File: src/rtl/timer_counter.sv
// Memory-mapped programmable down-counter with interrupt output.
// Three word registers (CTRL, PRESET, COUNT) behind a 2-bit word address; one-shot or auto-reload.
module timer_counter #(
  parameter logic [31:0] PRESET_INIT = 32'h0000_0000,
  parameter logic [3:0]  CTRL_INIT   = 4'h0
) (
  input  logic        clk,
  input  logic        rst_n,
  input  logic [1:0]  addr,
  input  logic        we,
  input  logic [31:0] wd,
  output logic [31:0] rd,
  output logic        irq
);

  localparam int unsigned DW = 32;
  localparam int unsigned CW = 4;

  typedef enum logic [1:0] {
    S_IDLE = 2'd0,
    S_LOAD = 2'd1,
    S_CNT  = 2'd2,
    S_INT  = 2'd3
  } state_t;

  state_t        state_q, state_d;
  logic [CW-1:0] ctrl_q, ctrl_d;
  logic [DW-1:0] preset_q, preset_d;
  logic [DW-1:0] count_q, count_d;
  logic          flag_q, flag_d;
  logic          irq_d;

  logic en, mode_reload, wr_ctrl, wr_preset;

  assign en          = ctrl_q[0];
  assign mode_reload = (ctrl_q[2:1] == 2'b01);
  assign wr_ctrl     = we && (addr == 2'd0);
  assign wr_preset   = we && (addr == 2'd1);

  // State and register file
  always_ff @(posedge clk or negedge rst_n) begin
    if (!rst_n) begin
      state_q  <= S_IDLE;
      ctrl_q   <= CTRL_INIT;
      preset_q <= PRESET_INIT;
      count_q  <= '0;
      flag_q   <= 1'b0;
      irq      <= 1'b0;
    end else begin
      state_q  <= state_d;
      ctrl_q   <= ctrl_d;
      preset_q <= preset_d;
      count_q  <= count_d;
      flag_q   <= flag_d;
      irq      <= irq_d;
    end
  end

  // Next state; FSM decisions use the pre-edge CTRL, then CPU writes override
  always_comb begin
    state_d  = state_q;
    ctrl_d   = ctrl_q;
    preset_d = preset_q;
    count_d  = count_q;
    flag_d   = flag_q;

    if (wr_ctrl || wr_preset) flag_d = 1'b0;

    case (state_q)
      S_IDLE: if (en) state_d = S_LOAD;
      S_LOAD: begin
        count_d = preset_q;
        state_d = S_CNT;
      end
      S_CNT: begin
        if (!en) begin
          state_d = S_IDLE;
        end else if (count_q != '0) begin
          count_d = DW'(count_q - DW'(1));
        end else begin
          state_d = S_INT;
          flag_d  = 1'b1;
        end
      end
      S_INT: begin
        if (mode_reload) begin
          state_d = S_LOAD;
          flag_d  = 1'b0;
        end else begin
          ctrl_d[0] = 1'b0;
          state_d   = S_IDLE;
        end
      end
      default: state_d = S_IDLE;
    endcase

    if (wr_ctrl)   ctrl_d   = wd[CW-1:0];
    if (wr_preset) preset_d = wd;
  end

  // irq is registered from the next-cycle mask and flag so it tracks IM & irq_flag
  assign irq_d = ctrl_d[3] & flag_d;

  // Read mux
  always_comb begin
    rd = '0;
    case (addr)
      2'd0:    rd = {{(DW-CW){1'b0}}, ctrl_q};
      2'd1:    rd = preset_q;
      2'd2:    rd = count_q;
      default: rd = '0;
    endcase
  end

endmodule

File: config.mk
export PLATFORM = sky130hd
export DESIGN_NAME = timer_counter
export DESIGN_NICKNAME = d
export VERILOG_FILES = /design/src/rtl/timer_counter.sv
export SDC_FILE = /design/constraint.sdc
export NUM_CORES = 1
export LEC_CHECK = 0
export BUFFER_PORTS_ARGS = -buffer_cell sky130_fd_sc_hd__buf_2
export CAP_MARGIN = 20
export CORE_AREA = 2 2 98 100
export DETAILED_ROUTE_END_ITERATION = 10
export DIE_AREA = 0 0 100 102
export PLACE_DENSITY = 0.68
export SYNTH_ARGS = -nofsm -noshare
export SYNTH_HDL_FRONTEND = slang
export SYNTH_SLANG_ARGS = --single-unit
File: constraint.sdc
create_clock -name clk -period 2.7 [get_ports clk]
set_input_delay 0.135 -clock clk [delete_from_list [all_inputs] [get_ports clk]]
set_output_delay 0.135 -clock clk [all_outputs]
set_load 0.05 [all_outputs]
==> results of run 1 <==
[flip-flops by register name, summed over array words and instances, names as in the netlist]
signal and cells:
count_q 32, preset_q 32, ctrl_q 4, state_q 2, flag_q 1, irq 1
[layout make-up]
class | instances | share of cell area [%]
clock buffers | 10 | 2.72
well taps | 111 | 2.75
repair buffers | 111 | 13.1
clock inverters | 6 | 1.63
inverters | 7 | 0.520
flip-flops and latches | 72 | 35.7
multi-input cells | 300 | 43.6
[power by group]
group	internal, uW	switching, uW	leakage [uW]
sequential	1430	384	0.000865
combinational	1000	1460	0.00124
clock	541	409	0.000112
[worst max-delay path, delay by kind of cell (launching register included)]
family | cells | cell delay, ns
AO/OA/AOI/OAI | 2 | 0.30
buffers and inverters | 2 | 0.40
flip-flops | 1 | 0.42
AND/OR/NAND/NOR | 3 | 1.34
[through the flow]
stage	hold WS, ns	cells
3_5_place_dp	0.175	600
3_3_place_gp	0.168	600
2_1_floorplan	-0.161	416
4_1_cts	0.00139	617
5_1_grt	0.00302	617
6_report	0.0102	617
[what timing repair did]
| action | CTS | global route |
|---|---|---|
| hold endpoints to repair | 25 | 0 |
| endpoints found under the setup margin | 0 | 28 |
| hold buffers | 1 | 0 |
| gates resized for setup | 0 | 3 |
[placed cells by master (no fill, tap or decap), types with 5 or more instances in the layout]
cell type	synthesis	final
a21oi_1	11	11
nand3_1	5	5
a41oi_1	7	7
nand4_1	6	6
o2bb2ai_1	6	6
buf_2	5	69
nor4_1	18	17
dfrtp_1	72	72
a22o_1	39	39
inv_1	7	7
nor2_1	24	24
o21ai_0	16	16
buf_4	1	41
o31ai_1	7	7
o221ai_1	6	6
nor3_1	19	19
o22a_1	8	8
nand2_1	24	24
clkbuf_8	0	10
mux2_2	35	35
a31oi_1	8	8
mux2i_1	6	6
[logic make-up after synthesis]
| family | count (synthesis) | synth area share [%] |
|---|---|---|
| simple gates | 125 | 16.2 |
| fa+ha+maj | 1 | 0.299 |
| buf+inv | 44 | 4.73 |
| flops | 72 | 43.1 |
| compound gates | 133 | 24.8 |
| mux | 41 | 10.9 |
[layer usage]
layer / share of wire (%) / routed length (um) / vias to the layer above
met5: 0 / 0 / -
met4: 1.9 / 221 / 0
met3: 6.4 / 746 / 24
met2: 47 / 5450 / 158
met1: 45 / 5300 / 1875
li1: - / - / 1801
[how the worst max path moves through the flow]
stage | start | endpoint | slack, ns | depth (start not counted)
2_1_floorplan | count_q[15] | count_q[25] | 0.13 | 9
3_3_place_gp | count_q[10] | count_q[14] | 0.13 | 6
3_5_place_dp | count_q[1] | count_q[12] | 0.06 | 8
4_1_cts | count_q[10] | irq | 0.03 | 6
5_1_grt | count_q[10] | count_q[27] | 0.05 | 7
6_report | count_q[10] | count_q[27] | 0.14 | 7
==> metrics.md, run 1 <==
| Metric | Value |
|---|---|
| TNS Setup | 0 ns |
| Chip Height | 102 um |
| Nature of the critical path endpoint | flip-flop |
| Warnings from Yosys | 0 |
| Gr ovfl total | 0 |
| DR WL/cell | 19.0 um |
| Max VDD drop | 0.476 mV |
| Clock Tree Buf Depth | 2 |
| CP arrival | 2.80 ns |
| Pleak | 0.00221 uW |
| Drt first pass iters | 6 |
| Busiest grt layer | met2 |
| Final min period | 2.56 ns |
| Num CTS Buffers | 9 |
| Vias in the first global route | 3,811 |
| GP Congestion | 0.950 |
| Number of max-cap violations | 0 |
| CTS tree | yes |
| Most frequent cells after synthesis | dfrtp_1 (72), a22o_1 (39), mux2_2 (35) |
| DP Area | 4810 um^2 |
| Slew @ Worst Pin | 0.788 ns |
| Max Fclk | 390 MHz |
| Clock skew | 0.0108 ns |
| CP Data Required Time | 2.94 ns |
| Fin util | 55.5% |
| Antenna Cells | 0 |
| Final-report hold violation count | 0 |
| # DRC | 0 |
| Layout cell share with drive strength beyond 1 | 34.8% |
| Ports | 70 |
| Final instance area | 5050 um^2 |
| Post-synth EDFFs | 0 |
| Reg-to-Reg End | count_q[27] |
| Post-Route WL | 11,700 um |
| Final Power | 5230 uW |
| Setup violators final | 0 |
| Syn_nets | 454 |
| Hold_sp | wd[11] |
| # H-tree levels | 3 |
| Vias | 3,858 |
| Critical Path Most Common Cell | buf_4 |
| Sink Count | 72 |
| Max-slew headroom | 47.4% |
| Min-Delay Path Depth | 2 |
| Tcrit/Tclk final | 95.0% |
| Die area | 10,200 um^2 |
| Crit-path cells | or4_1 -> or3_1 -> buf_4 -> nor3_1 -> buf_4 -> a41oi_1 -> o22a_1 |
| Count of cell types in the netlist | 54 |
| Synth Area per Inst | 10.0 um^2 |
| GRT Total Usage | 23.6% |
| Top_reg_cell synth | dfrtp_1 |
| # rows | 35 |
| Initial antenna violation count | 0 |
| Starting Density | 45.9% |
| Reg-to-Reg Start | count_q[10] |
| Root Buffer | clkbuf_8 |
| Crit-path max FO | 10 |
| HP Class | input port to flip-flop |
| Final ANT Viol Nets | 0 |
| Reg clk slew, reported paths | 0.08 ns |
| Worst path max stage delay | 0.58 ns |
| Met3 Track Usage GR | 4.51% |
| Vias/cell | 6.25 |
| Pins over their slew limit | 0 |
| Fill cells | 811 |
| Register area share after synthesis | 43.1% |
| Worst Hold End | preset_q[11] |
| Critical path class | flip-flop to flip-flop |
| Synth area leader | dfrtp_1 |
| Register area | 1800 um^2 |
| Synth Cell Area | 4180 um^2 |
| Post-synth ARST share | 100% |
| Die width | 100 um |
| M2 GR Usage | 37.4% |
| Synth top area cells | dfrtp_1 (43%), mux2_2 (9.4%), a22o_1 (8.2%) |
| DR iter-0 viols | 285 |
| Synth top area share | 43.1% |
| Buffers on Ports | 69 |
| Unrepaired setup endpoints after global routing | false |
| Most numerous cell in the Yosys netlist | dfrtp_1 |
| R2R cell count | 7 |
| CP max stage cell | or4_1 |
| Worst-Skew Late Latency | 0.35 ns |
| Nets | 539 |
| Setup ws final | 0.135 ns |
| Detail Placement HPWL | 8290 um |
| R2r setup slk | 0.14 ns |
| Setup repair bufs after CTS | 0 |
| Setup Slack @ Placement | 0.0626 ns |
| Status | finished clean |
| Largest net degree at the start of global routing | 34 |
| Setup crit start kind | flip-flop |
| Pwr dens | 1040 nW/um^2 |
| P&R area growth vs syn | 20.9% |
| Met1 GRT Util | 32.1% |
| First-pass GRT wire length | 19,100 um |
| Core area | 9110 um^2 |
| Multi-input logic area | 2200 um^2 |
| Post-Syn Instances | 416 |
| #FFs+latches synth | 72 |
(Power assumes the default switching activity.)
==> run 2, diff against run 1 <==
GPL_ROUTABILITY_DRIVEN = 0   (was not set)
PLACE_DENSITY = 0.81   (was 0.68)
==> run 2 against run 1 <==
Net effect: count of clock-buffer cells in the layout is 3 higher; fmax is 0.45% lower; power is 1.6% lower; non-clock buffer count is 18 higher; critical path depth stayed put; design area is 3.0% higher; via count is 5.5% higher; core utilization is 1.7 points higher; routed wire length is 1.9% higher; clock power is 14% lower; flip-flop and latch count stayed put; sequential power hardly changed; critical path type unchanged; critical endpoint is now count_q[26].
==> metrics.md, run 2 (same netlist as run 1, synthesis figures left out) <==
| Metric | Value |
|---|---|
| Status | finished clean |
| CP arrival | 2.83 ns (+0.03 ns) |
| Buffers on Ports | 69 (unchanged) |
| Nets | 557 (+3.3%) |
| Fin util | 57.2% (+1.7 points) |
| Worst setup path start | count_q[8] |
| Commonest non-fill, non-tap cell in the layout | dfrtp_1 |
| DR WL/cell | 18.8 um (-1.0%) |
| Ports | 70 (unchanged) |
| # rows | 35 (unchanged) |
| Max VDD drop | 0.507 mV (+6.4%) |
| Sink Count | 72 (unchanged) |
| Chip Height | 102 um (unchanged) |
| Layout cell share with drive strength beyond 1 | 33.2% (-1.6 points) |
| Setup violators final | 0 (unchanged) |
| Unrepaired setup endpoints after global routing | false |
| Setup repair bufs after CTS | 0 (unchanged) |
| First-pass GRT wire length | 19,300 um (+1.4%) |
| Vias in the first global route | 3,935 (+3.3%) |
| CP Data Required Time | 2.96 ns (+0.02 ns) |
| Hold_sp | wd[13] |
| Die area | 10,200 um^2 (unchanged) |
| # DRC | 0 (unchanged) |
| P&R area growth vs syn | 24.6% |
| Crit-path max FO | 10 (unchanged) |
| Pwr dens | 989 nW/um^2 (-4.5%) |
| Critical path class | flip-flop to flip-flop |
| Tcrit/Tclk final | 95.4% (+0.43 points) |
| Pleak | 0.00229 uW (+3.4%) |
| Largest net degree at the start of global routing | 40 (+18%) |
| Initial antenna violation count | 0 (unchanged) |
| Root Buffer | clkbuf_8 |
| Vias/cell | 6.41 (+2.5%) |
| Nature of the critical path endpoint | flip-flop |
| Vias | 4,071 (+5.5%) |
| Drt first pass iters | 4 (-2) |
| Post-Route WL | 11,900 um (+1.9%) |
| # H-tree levels | 3 (unchanged) |
| Core area | 9110 um^2 (unchanged) |
| CP max stage cell | or4_1 |
| Worst path max stage delay | 0.57 ns (about the same) |
| Detail Placement HPWL | 8420 um (+1.5%) |
| Final ANT Viol Nets | 0 (unchanged) |
| GRT Total Usage | 24.3% (+0.74 points) |
| Slew @ Worst Pin | 0.841 ns (+0.0535 ns) |
| CTS tree | yes |
| Most frequent cells in the layout | dfrtp_1 (72), buf_2 (69), buf_4 (40), a22o_1 (39), mux2_2 (35) |
| Min-Delay Path Depth | 2 (unchanged) |
| DP Area | 4840 um^2 (+0.68%) |
| Antenna Cells | 0 (unchanged) |
| Final min period | 2.58 ns (+0.0116 ns) |
| Starting Density | 45.9% (unchanged) |
| Reg-to-Reg Start | count_q[8] |
| TNS Setup | 0 ns (unchanged) |
| Reg clk slew, reported paths | 0.08 ns (about the same) |
| Clock skew | 0.00744 ns (-0.00339 ns) |
| Pins over their slew limit | 0 (unchanged) |
| Max Fclk | 388 MHz (-0.45%) |
| Final instance area | 5210 um^2 (+3.0%) |
| Worst-Skew Late Latency | 0.37 ns (+0.02 ns) |
| HP Class | input port to flip-flop |
| R2R cell count | 7 (unchanged) |
| DR iter-0 viols | 457 (+60%) |
| Clock Tree Buf Depth | 2 (unchanged) |
| Die width | 100 um (unchanged) |
| Critical Path Most Common Cell | buf_4 |
| Gr ovfl total | 0 (unchanged) |
| Num CTS Buffers | 9 (unchanged) |
| Number of max-cap violations | 0 (unchanged) |
| Regs by FF count | count_q x32, preset_q x32, ctrl_q x4 |
| Max-slew headroom | 43.9% (-3.5 points) |
| Fill cells | 796 (-1.8%) |
| Final-report hold violation count | 0 (unchanged) |
| Setup crit start kind | flip-flop |
| Crit-path cells | or4_1 -> or3_1 -> buf_4 -> nor4_1 -> buf_4 -> a31oi_1 -> o22a_1 |
==> run 2: cell types whose count changed in the layout (fill, tap and decap cells not counted), moves of 2 or more <==
cell	delta
buf_12	+2
bufinv_16	-2
clkbuf_8	+2
dlygate4sd3_1	+17
==> run 2: through the flow <==
step | setup WS (ns) | std cells | hold WS [ns] | total power [uW]
after global placement | 0.134 | 601 | 0.265 | 4180
after CTS | 0.0676 | 632 | 0.000272 | 5110
after floorplan | 0.131 | 416 | -0.161 | 3490
after global routing | 0.0449 | 635 | 0.000581 | 5450
final | 0.124 | 635 | 0.000245 | 5150
after detailed placement | 0.0926 | 601 | 0.279 | 4270
==> run 2: final timing paths <==
kind	end	slack [ns]
worst max register to register	count_q[26]	0.12
max in group asynchronous	count_q[19]	1.60
worst min register to register	preset_q[29]	0.53
min in group asynchronous	preset_q[26]	0.41
worst max-delay path	count_q[26]	0.12
worst min-delay path	preset_q[13]	0.0002
==> run 2: repair_timing <==
item,4_1_cts,5_1_grt
endpoints found under the hold margin,47,3
endpoints found under the setup margin,0,15
hold buffers,15,3
resized for setup,0,1
==> run 2: area by class of cell <==
class                           count  area (um^2)  area share, %
Tap cell                          111          139           2.67
Multi-Input combinational cell    300         2190           42.1
Clock buffer                       13          169           3.24
Inverter                            7         26.3          0.505
Sequential cell                    72         1800           34.6
Clock inverter                      3         15.0          0.288
Timing Repair Buffer              129          866           16.6
==> run 2: layer usage <==
metal	part of all wire (%)	vias to the layer above	track usage (%)	routed length, um
li1	-	1827	-	-
met1	42	1957	32.1	5060
met2	46	246	38.3	5510
met3	8.4	41	5.27	1010
met4	3.0	0	12.0	362
met5	0	-	0	0
==> run 2: power by group <==
part | internal, uW | leakage, uW | switching, uW
combinational | 1040 | 0.00132 | 1470
sequential | 1430 | 0.000865 | 385
clock | 405 | 0.0000992 | 415
total | 2880 | 0.00229 | 2270
==> run 2: worst max-delay path: cells and delay by family (launching register included) <==
kind,cells,cell delay [ns]
AND/OR/NAND/NOR,3,1.39
buffers and inverters,2,0.41
flip-flops,1,0.38
AO/OA/AOI/OAI,2,0.28
==> run 3, diff against run 2 <==
ABC_CLOCK_PERIOD_IN_PS = 2200   (was not set)
clock period = 2.2 ns   (was 2.7 ns; I/O delays follow)
==> run 3 against run 2 <==
Net effect: the flow now finishes with violations (negative hold slack, negative setup slack); die area stayed put; sequential share of layout area decreased by 4.0 points; sequential power rose by 16%; clock skew up 0.0027 ns; design area is 13% higher; hold slack worse by 0.011 ns; setup slack lost 0.34 ns; global-route usage rose by 1.9 points.
==> metrics.md, run 3 (same netlist as run 1, synthesis figures left out) <==
| Metric | Value |
|---|---|
| Die area | 10,200 um^2 (unchanged) |
| Fill cells | 685 (-14%) |
| Root Buffer | clkbuf_8 |
| DR WL/cell | 19.4 um (+3.3%) |
| Ports | 70 (unchanged) |
| Vias in the first global route | 4,349 (+11%) |
| Detail Placement HPWL | 8620 um (+2.4%) |
| Drt first pass iters | 7 (+3) |
| Setup crit start kind | flip-flop |
| Placed Cells incl. Taps | 642 (+6.8%) |
| Clock skew | 0.0102 ns (+0.00271 ns) |
| # rows | 35 (unchanged) |
| Largest net degree at the start of global routing | 45 (+13%) |
| Critical Path Most Common Cell | or4_4 |
| Failing checks | negative hold slack, negative setup slack |
| R2r setup slk | -0.22 ns (-0.34 ns) |
| Slew @ Worst Pin | 0.702 ns (-0.139 ns) |
| Crit-path max FO | 7 (-3) |
| Pins over their slew limit | 0 (unchanged) |
| Max VDD drop | 0.671 mV (+32%) |
| Regs by FF count | count_q x32, preset_q x32, ctrl_q x4 |
| Nature of the critical path endpoint | flip-flop |
| Pleak | 0.00261 uW (+14%) |
| P&R area growth vs syn | 40.9% |
| Gr ovfl total | 0 (unchanged) |
| GRT Total Usage | 26.3% (+1.9 points) |
| Layout cell share with drive strength beyond 1 | 43.5% (+10 points) |
| Commonest non-fill, non-tap cell in the layout | buf_4 |
| Nets | 618 (+11%) |
| Final Power | 7190 uW (+40%) |
| Num CTS Buffers | 9 (unchanged) |
| Pwr dens | 1220 nW/um^2 (+23%) |
| Max Fclk | 414 MHz (+6.6%) |
| Reg clk slew, reported paths | 0.08 ns (about the same) |
| CP bufs+invs | 0 (-2) |
| Setup ws final | -0.216 ns (-0.340 ns) |
| First-pass GRT wire length | 21,200 um (+9.6%) |
| Multi-input logic area | 2360 um^2 (+8.0%) |
| Hold Slack | -0.0105 ns (-0.0108 ns) |
| Status | finished, violations left |
| CP max stage cell | or4_4 |
| TNS Setup | -5.94 ns (-5.94 ns) |
| Antenna Cells | 0 (unchanged) |
| Initial antenna violation count | 0 (unchanged) |
| Crit-path cells | or4_4 -> or3_4 -> or4_4 -> o221ai_1 -> a22o_1 |
| Critical path class | flip-flop to flip-flop |
| Post-Route WL | 13,500 um (+13%) |
| CP Data Required Time | 2.50 ns (-0.46 ns) |
| Die width | 100 um (unchanged) |
| Starting Density | 45.9% (unchanged) |
| CP top delay family | simple AND/OR/NAND/NOR gates |
| DR iter-0 viols | 413 (-9.6%) |
| Final ANT Viol Nets | 0 (unchanged) |
| Layout Cells excl Fill | 695 (+9.4%) |
| Max-slew headroom | 53.2% (+9.3 points) |
| CTS tree | yes |
| Final min period | 2.42 ns (-0.160 ns) |
| Vias | 4,440 (+9.1%) |
| Chip Height | 102 um (unchanged) |
| Number of max-cap violations | 0 (unchanged) |
| Most frequent cells in the layout | buf_4 (80), dfrtp_1 (72), buf_2 (69), a22o_1 (39), mux2_2 (35) |
| Final-report hold violation count | 3 (+3) |
| Sink Count | 72 (unchanged) |
| HP Class | input port to flip-flop |
| Core area | 9110 um^2 (unchanged) |
| CP arrival | 2.71 ns (-0.12 ns) |
| Clock Tree Buf Depth | 2 (unchanged) |
| Setup violators final | 35 (+35) |
| # DRC | 0 (unchanged) |
| # H-tree levels | 3 (unchanged) |
| Register area | 1800 um^2 (unchanged) |
| Worst-Skew Late Latency | 0.36 ns (about the same) |
| Vias/cell | 6.39 (-0.35%) |
| Unrepaired setup endpoints after global routing | true |
| Worst path max stage delay | 0.58 ns (about the same) |
| Buffers on Ports | 69 (unchanged) |
| Tcrit/Tclk final | 110% (+14 points) |
run 3: cell types whose count changed in the layout (fill, tap and decap cells not counted), moves of 4 or more:
cell / before / now
a2bb2oi_2: 0 / 4
buf_4: 40 / 80
a2bb2oi_1: 4 / 0
o221ai_1: 6 / 1
o21ai_0: 16 / 12
dlygate4sd3_1: 18 / 27
buf_6: 0 / 13
o221ai_2: 0 / 5
run 3: stage by stage:
stage	util, %	hold slack (ns)	instance area [um^2]	worst slack [ns]
2_1_floorplan	-	-0.186	4220	-0.337
3_3_place_gp	56.6	0.194	5150	-0.185
3_5_place_dp	56.6	0.194	5150	-0.248
4_1_cts	64.2	0.000628	5850	-0.200
5_1_grt	64.6	0.000463	5890	-0.269
6_report	64.6	-0.0105	5890	-0.216
run 3: final cells by class:
cell class / instances / share of cell area (%)
flip-flops and latches: 72 / 30.6
repair buffers: 190 / 23.5
inverters: 7 / 0.446
multi-input cells: 300 / 40.2
well taps: 111 / 2.36
clock inverters: 3 / 0.298
clock buffers: 12 / 2.64
run 3: path summary, 6_finish.rpt:
check                      depth (start not counted)            to        start
max                                                5   count_q[22]   count_q[8]
min                                                2   preset_q[7]        wd[7]
max reg2reg                                        5   count_q[22]   count_q[8]
min reg2reg                                        1   preset_q[5]  preset_q[5]
max in group asynchronous                          3    state_q[0]        rst_n
min in group asynchronous                          2  preset_q[18]        rst_n
run 3: report_power, final:
group,internal [uW],switching (uW),leakage [uW],total (uW)
Combinational,1820,2280,0.00166,4100
Sequential,1760,350,0.000865,2110
Clock,462,513,0.0000882,975
Total,4040,3150,0.00261,7190
run 3: repair_timing:
action,4_1_cts,5_1_grt
pin swaps,19,11
resized for setup,42,7
hold buffers,27,0
gates cloned,1,0
hold endpoints to repair,54,0
buffers inserted,9,2
setup endpoints to repair,35,35
run 3: layer usage:
layer,wire length (um),share of wire (%),vias up,GRT usage [%]
li1,-,-,1966,-
met1,5380,40,2141,32.8
met2,6500,48,261,44.2
met3,1020,7.5,72,4.51
met4,609,4.5,0,13.4
met5,0,0,-,0
